**src/rtl/split_eval_pkg.sv**
```systemverilog
// Shared types for the split_eval constraint evaluator: operator codes, FSM states and the
// default-width constraint entry.
package split_eval_pkg;

   localparam int unsigned CONS_VAR_W  = 8;
   localparam int unsigned CONS_VIDX_W = 6;

   typedef enum logic [2:0] {
      OP_AND    = 3'd0,
      OP_OR     = 3'd1,
      OP_XOR    = 3'd2,
      OP_SUB    = 3'd3,
      OP_NE     = 3'd4,
      OP_NZMASK = 3'd5,
      OP_SHR    = 3'd6,
      OP_TRUE   = 3'd7
   } op_e;

   typedef enum logic [1:0] {
      S_IDLE,
      S_EVAL,
      S_DONE
   } state_e;

   typedef struct packed {
      logic                   en;
      op_e                    op;
      logic [CONS_VIDX_W-1:0] a;
      logic [CONS_VIDX_W-1:0] b;
      logic [CONS_VAR_W-1:0]  k;
   } cons_entry_t;

   function automatic int unsigned ceil_div(input int unsigned n, input int unsigned d);
      return (n + d - 1) / d;
   endfunction

endpackage

```
**src/rtl/split_eval_lane.sv**
```systemverilog
// Combinational evaluation of one constraint entry against the captured candidate.
// Operand indices past the last variable read as zero.
module split_eval_lane
   import split_eval_pkg::*;
#(
   parameter int unsigned NUM_VARS = 50,
   parameter int unsigned VAR_W    = 8,
   parameter int unsigned VIDX_W   = 6
) (
   input  logic [NUM_VARS*VAR_W-1:0] vars,
   input  op_e                       op,
   input  logic [VIDX_W-1:0]         a_idx,
   input  logic [VIDX_W-1:0]         b_idx,
   input  logic [VAR_W-1:0]          k,
   output logic                      pass
);

   logic [VAR_W-1:0] a;
   logic [VAR_W-1:0] b;
   logic [VAR_W-1:0] diff;

   always_comb begin
      a = '0;
      b = '0;
      if ({1'b0, a_idx} < NUM_VARS[VIDX_W:0]) a = vars[a_idx*VAR_W +: VAR_W];
      if ({1'b0, b_idx} < NUM_VARS[VIDX_W:0]) b = vars[b_idx*VAR_W +: VAR_W];
      diff = a - b;
   end

   always_comb begin
      pass = 1'b1;
      unique case (op)
         OP_AND:    pass = |((a & b) ^ k);
         OP_OR:     pass = |((a | b) ^ k);
         OP_XOR:    pass = |(a ^ b ^ k);
         OP_SUB:    pass = |(diff ^ k);
         OP_NE:     pass = (a != b);
         OP_NZMASK: pass = !(|(a & k));
         OP_SHR:    pass = |(a >> k[2:0]);
         OP_TRUE:   pass = 1'b1;
      endcase
   end

endmodule

```
**src/rtl/split_eval_seq.sv**
```systemverilog
// Sequential constraint-conjunction evaluator: LANES table entries checked per cycle.
// Define SPLIT_EVAL_FAIL_MASK_EN to add out_fail_mask and disable early exit.
module split_eval_seq
   import split_eval_pkg::*;
#(
   parameter int unsigned NUM_VARS = 50,
   parameter int unsigned VAR_W    = 8,
   parameter int unsigned NUM_CONS = 32,
   parameter int unsigned LANES    = 4,
   parameter int unsigned CNT_W    = 16
) (
   input  logic                          clk,
   input  logic                          rst,
   input  logic                          cfg_we,
   input  logic [$clog2(NUM_CONS)-1:0]   cfg_addr,
   input  logic                          cfg_en,
   input  logic [2:0]                    cfg_op,
   input  logic [$clog2(NUM_VARS)-1:0]   cfg_a,
   input  logic [$clog2(NUM_VARS)-1:0]   cfg_b,
   input  logic [VAR_W-1:0]              cfg_k,
   output logic                          cfg_err,
   input  logic                          in_valid,
   output logic                          in_ready,
   input  logic [NUM_VARS*VAR_W-1:0]     in_vars,
   output logic                          out_valid,
   input  logic                          out_ready,
   output logic                          out_sat,
   output logic [$clog2(NUM_CONS)-1:0]   out_fail_idx,
   output logic [CNT_W-1:0]              sat_count,
   output logic                          busy
`ifdef SPLIT_EVAL_FAIL_MASK_EN
   ,
   output logic [NUM_CONS-1:0]           out_fail_mask
`endif
);

   localparam int unsigned CIDX_W     = $clog2(NUM_CONS);
   localparam int unsigned VIDX_W     = $clog2(NUM_VARS);
   localparam int unsigned NUM_GROUPS = ceil_div(NUM_CONS, LANES);
   localparam int unsigned G_W        = (NUM_GROUPS > 1) ? $clog2(NUM_GROUPS) : 1;
   localparam logic [G_W-1:0] LAST_G  = G_W'(NUM_GROUPS - 1);

   state_e                     state_q;
   logic [G_W-1:0]             group_q;
   logic [NUM_VARS*VAR_W-1:0]  vars_q;

   logic [NUM_CONS-1:0]        tbl_en;
   op_e                        tbl_op [NUM_CONS];
   logic [VIDX_W-1:0]          tbl_a  [NUM_CONS];
   logic [VIDX_W-1:0]          tbl_b  [NUM_CONS];
   logic [VAR_W-1:0]           tbl_k  [NUM_CONS];

   logic                       cfg_wr_ok;
   logic [LANES-1:0]           lane_fail;
   logic [CIDX_W-1:0]          lane_idx [LANES];

   assign in_ready  = (state_q == S_IDLE);
   assign busy      = (state_q != S_IDLE);
   assign cfg_wr_ok = cfg_we && (state_q == S_IDLE) && ({1'b0, cfg_addr} < NUM_CONS[CIDX_W:0]);

   always_ff @(posedge clk or posedge rst) begin
      if (rst) begin
         tbl_en <= '0;
         for (int i = 0; i < int'(NUM_CONS); i++) begin
            tbl_op[i] <= OP_TRUE;
            tbl_a[i]  <= '0;
            tbl_b[i]  <= '0;
            tbl_k[i]  <= '0;
         end
      end else if (cfg_wr_ok) begin
         tbl_en[cfg_addr] <= cfg_en;
         tbl_op[cfg_addr] <= op_e'(cfg_op);
         tbl_a[cfg_addr]  <= cfg_a;
         tbl_b[cfg_addr]  <= cfg_b;
         tbl_k[cfg_addr]  <= cfg_k;
      end
   end

   for (genvar l = 0; l < int'(LANES); l++) begin : g_lane
      logic [31:0]       idx_full;
      logic              in_range;
      logic              pass;

      assign idx_full    = 32'(group_q) * LANES + 32'(l);
      assign in_range    = idx_full < NUM_CONS;
      // Out-of-range lanes read entry 0 but are forced true below.
      assign lane_idx[l] = in_range ? idx_full[CIDX_W-1:0] : '0;

      split_eval_lane #(
         .NUM_VARS (NUM_VARS),
         .VAR_W    (VAR_W),
         .VIDX_W   (VIDX_W)
      ) u_lane (
         .vars  (vars_q),
         .op    (tbl_op[lane_idx[l]]),
         .a_idx (tbl_a[lane_idx[l]]),
         .b_idx (tbl_b[lane_idx[l]]),
         .k     (tbl_k[lane_idx[l]]),
         .pass  (pass)
      );

      assign lane_fail[l] = in_range && tbl_en[lane_idx[l]] && !pass;
   end

`ifdef SPLIT_EVAL_FAIL_MASK_EN
   logic [NUM_CONS-1:0] mask_q;
   logic [NUM_CONS-1:0] mask_next;

   function automatic logic [CIDX_W-1:0] lowest_set(input logic [NUM_CONS-1:0] m);
      logic [CIDX_W-1:0] r;
      r = '0;
      for (int i = int'(NUM_CONS) - 1; i >= 0; i--) begin
         if (m[i]) r = CIDX_W'(i);
      end
      return r;
   endfunction

   always_comb begin
      mask_next = mask_q;
      for (int l = 0; l < int'(LANES); l++) begin
         if (lane_fail[l]) mask_next[lane_idx[l]] = 1'b1;
      end
   end

   assign out_fail_mask = mask_q;
`else
   logic              any_fail;
   logic [CIDX_W-1:0] first_idx;

   // Lanes are in ascending index order, so the lowest failing lane wins.
   always_comb begin
      any_fail  = |lane_fail;
      first_idx = '0;
      for (int l = int'(LANES) - 1; l >= 0; l--) begin
         if (lane_fail[l]) first_idx = lane_idx[l];
      end
   end
`endif

   always_ff @(posedge clk or posedge rst) begin
      if (rst) begin
         state_q      <= S_IDLE;
         group_q      <= '0;
         vars_q       <= '0;
         out_valid    <= 1'b0;
         out_sat      <= 1'b0;
         out_fail_idx <= '0;
         sat_count    <= '0;
         cfg_err      <= 1'b0;
`ifdef SPLIT_EVAL_FAIL_MASK_EN
         mask_q       <= '0;
`endif
      end else begin
         cfg_err <= cfg_we && !cfg_wr_ok;
         unique case (state_q)
            S_IDLE: begin
               if (in_valid) begin
                  vars_q  <= in_vars;
                  group_q <= '0;
                  state_q <= S_EVAL;
`ifdef SPLIT_EVAL_FAIL_MASK_EN
                  mask_q  <= '0;
`endif
               end
            end
            S_EVAL: begin
`ifdef SPLIT_EVAL_FAIL_MASK_EN
               mask_q <= mask_next;
               if (group_q == LAST_G) begin
                  out_sat      <= ~|mask_next;
                  out_fail_idx <= lowest_set(mask_next);
                  out_valid    <= 1'b1;
                  state_q      <= S_DONE;
               end else begin
                  group_q <= group_q + G_W'(1);
               end
`else
               if (any_fail) begin
                  out_sat      <= 1'b0;
                  out_fail_idx <= first_idx;
                  out_valid    <= 1'b1;
                  state_q      <= S_DONE;
               end else if (group_q == LAST_G) begin
                  out_sat      <= 1'b1;
                  out_fail_idx <= '0;
                  out_valid    <= 1'b1;
                  state_q      <= S_DONE;
               end else begin
                  group_q <= group_q + G_W'(1);
               end
`endif
            end
            S_DONE: begin
               if (out_ready) begin
                  out_valid <= 1'b0;
                  if (out_sat && !(&sat_count)) sat_count <= sat_count + CNT_W'(1);
                  state_q   <= S_IDLE;
               end
            end
            default: state_q <= S_IDLE;
         endcase
      end
   end

endmodule

```
**config.mk**
```make
export PLATFORM = sky130hd
export DESIGN_NAME = split_eval_seq
export DESIGN_NICKNAME = d
export VERILOG_FILES = /design/src/rtl/split_eval_pkg.sv /design/src/rtl/split_eval_lane.sv /design/src/rtl/split_eval_seq.sv
export SDC_FILE = /design/constraint.sdc
export NUM_CORES = 2
export LEC_CHECK = 0
export ABC_AREA = 1
export BUFFER_PORTS_ARGS = -buffer_cell sky130_fd_sc_hd__buf_4
export CELL_PAD_IN_SITES_DETAIL_PLACEMENT = 1
export CELL_PAD_IN_SITES_GLOBAL_PLACEMENT = 2
export CORE_MARGIN = 10
export CORE_UTILIZATION = 39
export DETAILED_ROUTE_END_ITERATION = 16
export HOLD_SLACK_MARGIN = 0.1
export PLACE_DENSITY = 0.9
export SYNTH_ARGS = -nofsm -noshare
export SYNTH_HDL_FRONTEND = slang
export SYNTH_HIERARCHICAL = 1
export SYNTH_SLANG_ARGS = --single-unit
```
**constraint.sdc**
```tcl
create_clock -name clk -period 77.1 [get_ports clk]
set_clock_uncertainty 0.1 [all_clocks]
set_input_delay 3.855 -clock clk [delete_from_list [all_inputs] [get_ports clk]]
set_output_delay 3.855 -clock clk [all_outputs]
set_load 0.01 [all_outputs]
```
==> flow_summary.ini <==
[critical_path]
crit_type = register to register
cp_data_arrival_time_ns = 10.62
cp_data_required_time_ns = 77.72
cp-start-kind = register
endpoint_kind = register
critPathMaxStageDelay_ns = 0.79
crit_fanout = 178
cp_common_cell = nand3_1
slowest_stage = a21oi_1

[synthesis]
synth.cell_area_um2 = 86160
async_flop_share_pct = 100.0
yosysUniqueCellTypes = 60
synthTopCellsByArea = dfrtp_1, nand2_1, o21ai_0, nor2_1, nand3_1
synth_edf_count = 0
synthMostInstantiatedCell = nand2_1
synth_area_per_cell_um2 = 6.895
netlist.area_leader.share_pct = 31.98
yosys_warnings = 6
ys_ff_latch = 1197
yosysSeqAreaShare_pct = 34.91
synth_fp_nets = 13029
synth_area_leader_cell = dfrtp_1
synthCells = 12496
netlist_top_cells_count = nand2_1, o21ai_0, nor2_1
synth_ff_type = dfrtp_1

[die]
fp.dieH_um = 490.0
dieArea_um2 = 240100
fp.dieW_um = 490.0
pin_count = 460
row_count = 172
core_um2 = 219700
initial_core_util_pct = 39.21

[run_status]
outcome = finished, final reports clean

[routing]
wl_per_cell_um = 33.61
drt_pre_antenna_iters = 6
via_count = 99098
via_per_inst = 6.434
ant_nets = 0
detail_route.wirelength_um = 517700
drcViolationCount = 0
drtIter0Drc = 13045

[min_path]
min_path_type = register to register

[clocking]
post_cts_buffers = 0
clk_latency_ns = 0.88
numCtsBuffers = 138
clkSinkCount = 1197
cts.clk_slew.worst_paths_ns = 0.06
ctsHoldBuffers = 0
cts-root-buf = clkbuf_16
cts_tree = done
htreeDepth = 4
post_cts_resize_count = 0
clockBufferDepth = 3

[timing]
max_freq_ghz = 0.1001
fin_crit_sh_pct = 12.96
slew_violations = 0
worst_pin_slew_ns = 1.433
hold_viol = 0
rsz0062_at_grt = no
setup_viol = 0
timing.hold.ws_ns = 0.3762
maxSlewHeadroom_pct = 3.824
fin_setup_tns_ns = 0
min_period_ns = 9.994

[global_routing]
overflow = 0
grt_pass1_wl_um = 727200
grt_max_degree = 198
track_usage_pct = 40.96
grt_pass1_vias = 96078
antenna_found_initial = 43

[cells_and_area]
regArea_um2 = 30080
nNetsFinal = 12851
multi_input_comb_area_um2 = 48570
fin_util_pct = 43.47
fillCellCount = 27725
drive_above_1_share_pct = 13.16
syn_to_final_growth_pct = 10.86

[placed_design]
io_buffers = 459
place.gp.congestion = 1.045
dp.final_hpwl_um = 354700

[run]
cap_violations = 0
-- cell usage in the layout, fill, tap and decap left out, types with 252 or more instances in the layout --
| cell type | n |
|---|---|
| nor2_1 | 1334 |
| nand3_1 | 943 |
| inv_1 | 694 |
| dfrtp_1 | 1099 |
| o21ai_0 | 2134 |
| mux2_2 | 400 |
| buf_4 | 722 |
| a21oi_1 | 553 |
| nand2_1 | 2909 |
| o211ai_1 | 252 |
-- cell families after synthesis --
| family | synth area share (%) |
|---|---|
| AOI/OAI and AO/OA | 22.04 |
| xor gates and xnor gates | 0.9962 |
| adders and majority gates | 1.473 |
| buffers and inverters | 9.437 |
| DFF | 34.91 |
| muxes | 5.472 |
| and+or+nand+nor | 25.67 |
-- critical path: cells and delay by family, from the launching register on --
family,cells,cell delay (ns)
AO/OA/AOI/OAI,9,2.17
adder cells (fa/ha/maj),2,0.67
buffers and inverters,8,3.94
flip-flops,1,0.56
AND/OR/NAND/NOR,17,2.27
-- through the flow --
stage / instance area (um2) / instances / setup slack, ns
after floorplan: 86160 / 12496 / 39.58
after global placement: 90890 / 15135 / 67.45
after detailed placement: 90890 / 15135 / 67.37
after CTS: 95470 / 15384 / 67.36
after global routing: 95480 / 15386 / 66.69
final: 95520 / 15403 / 67.11
-- final cells by class --
cell class	count	area share (%)
diodes	18	0.04716
well taps	2958	3.875
flip-flops and latches	1197	31.49
inverters	735	2.951
repair buffers	737	5.989
clock inverters	41	0.6288
multi-input cells	9509	50.85
clock buffers	208	4.166
-- flip-flops by register name (all words and copies together) (netlist names) --
register and cells:
sat_count 16, out_sat 1, vars_q 400, tbl_b 192, out_valid 1, out_fail_idx 5, group_q 3, tbl_k 256
tbl_op 96, state_q 2, cfg_err 1, tbl_a 192, tbl_en 32
-- worst paths after layout --
kind	start	cells after the start	slack [ns]	endpoint
worst max-delay path	group_q[0]	36	67.11	group_q[0]
worst min-delay path	tbl_op[11]	2	0.38	tbl_op[11]
worst max register to register	group_q[0]	36	67.11	group_q[0]
worst min register to register	tbl_op[11]	2	0.38	tbl_op[11]
max in group asynchronous	rst	6	69.86	sat_count[6]
min in group asynchronous	rst	2	2.96	vars_q[382]
-- routing by layer --
metal	vias to the layer above	track usage (%)	wire, um
li1	41558	-	-
met1	49580	51.20	200700
met2	6140	60.66	218000
met3	1784	12.01	54620
met4	36	28.07	44210
met5	-	0	234
Power is not shown: default switching activity piles up to over one toggle a cycle in this logic, so the estimate is an artifact.
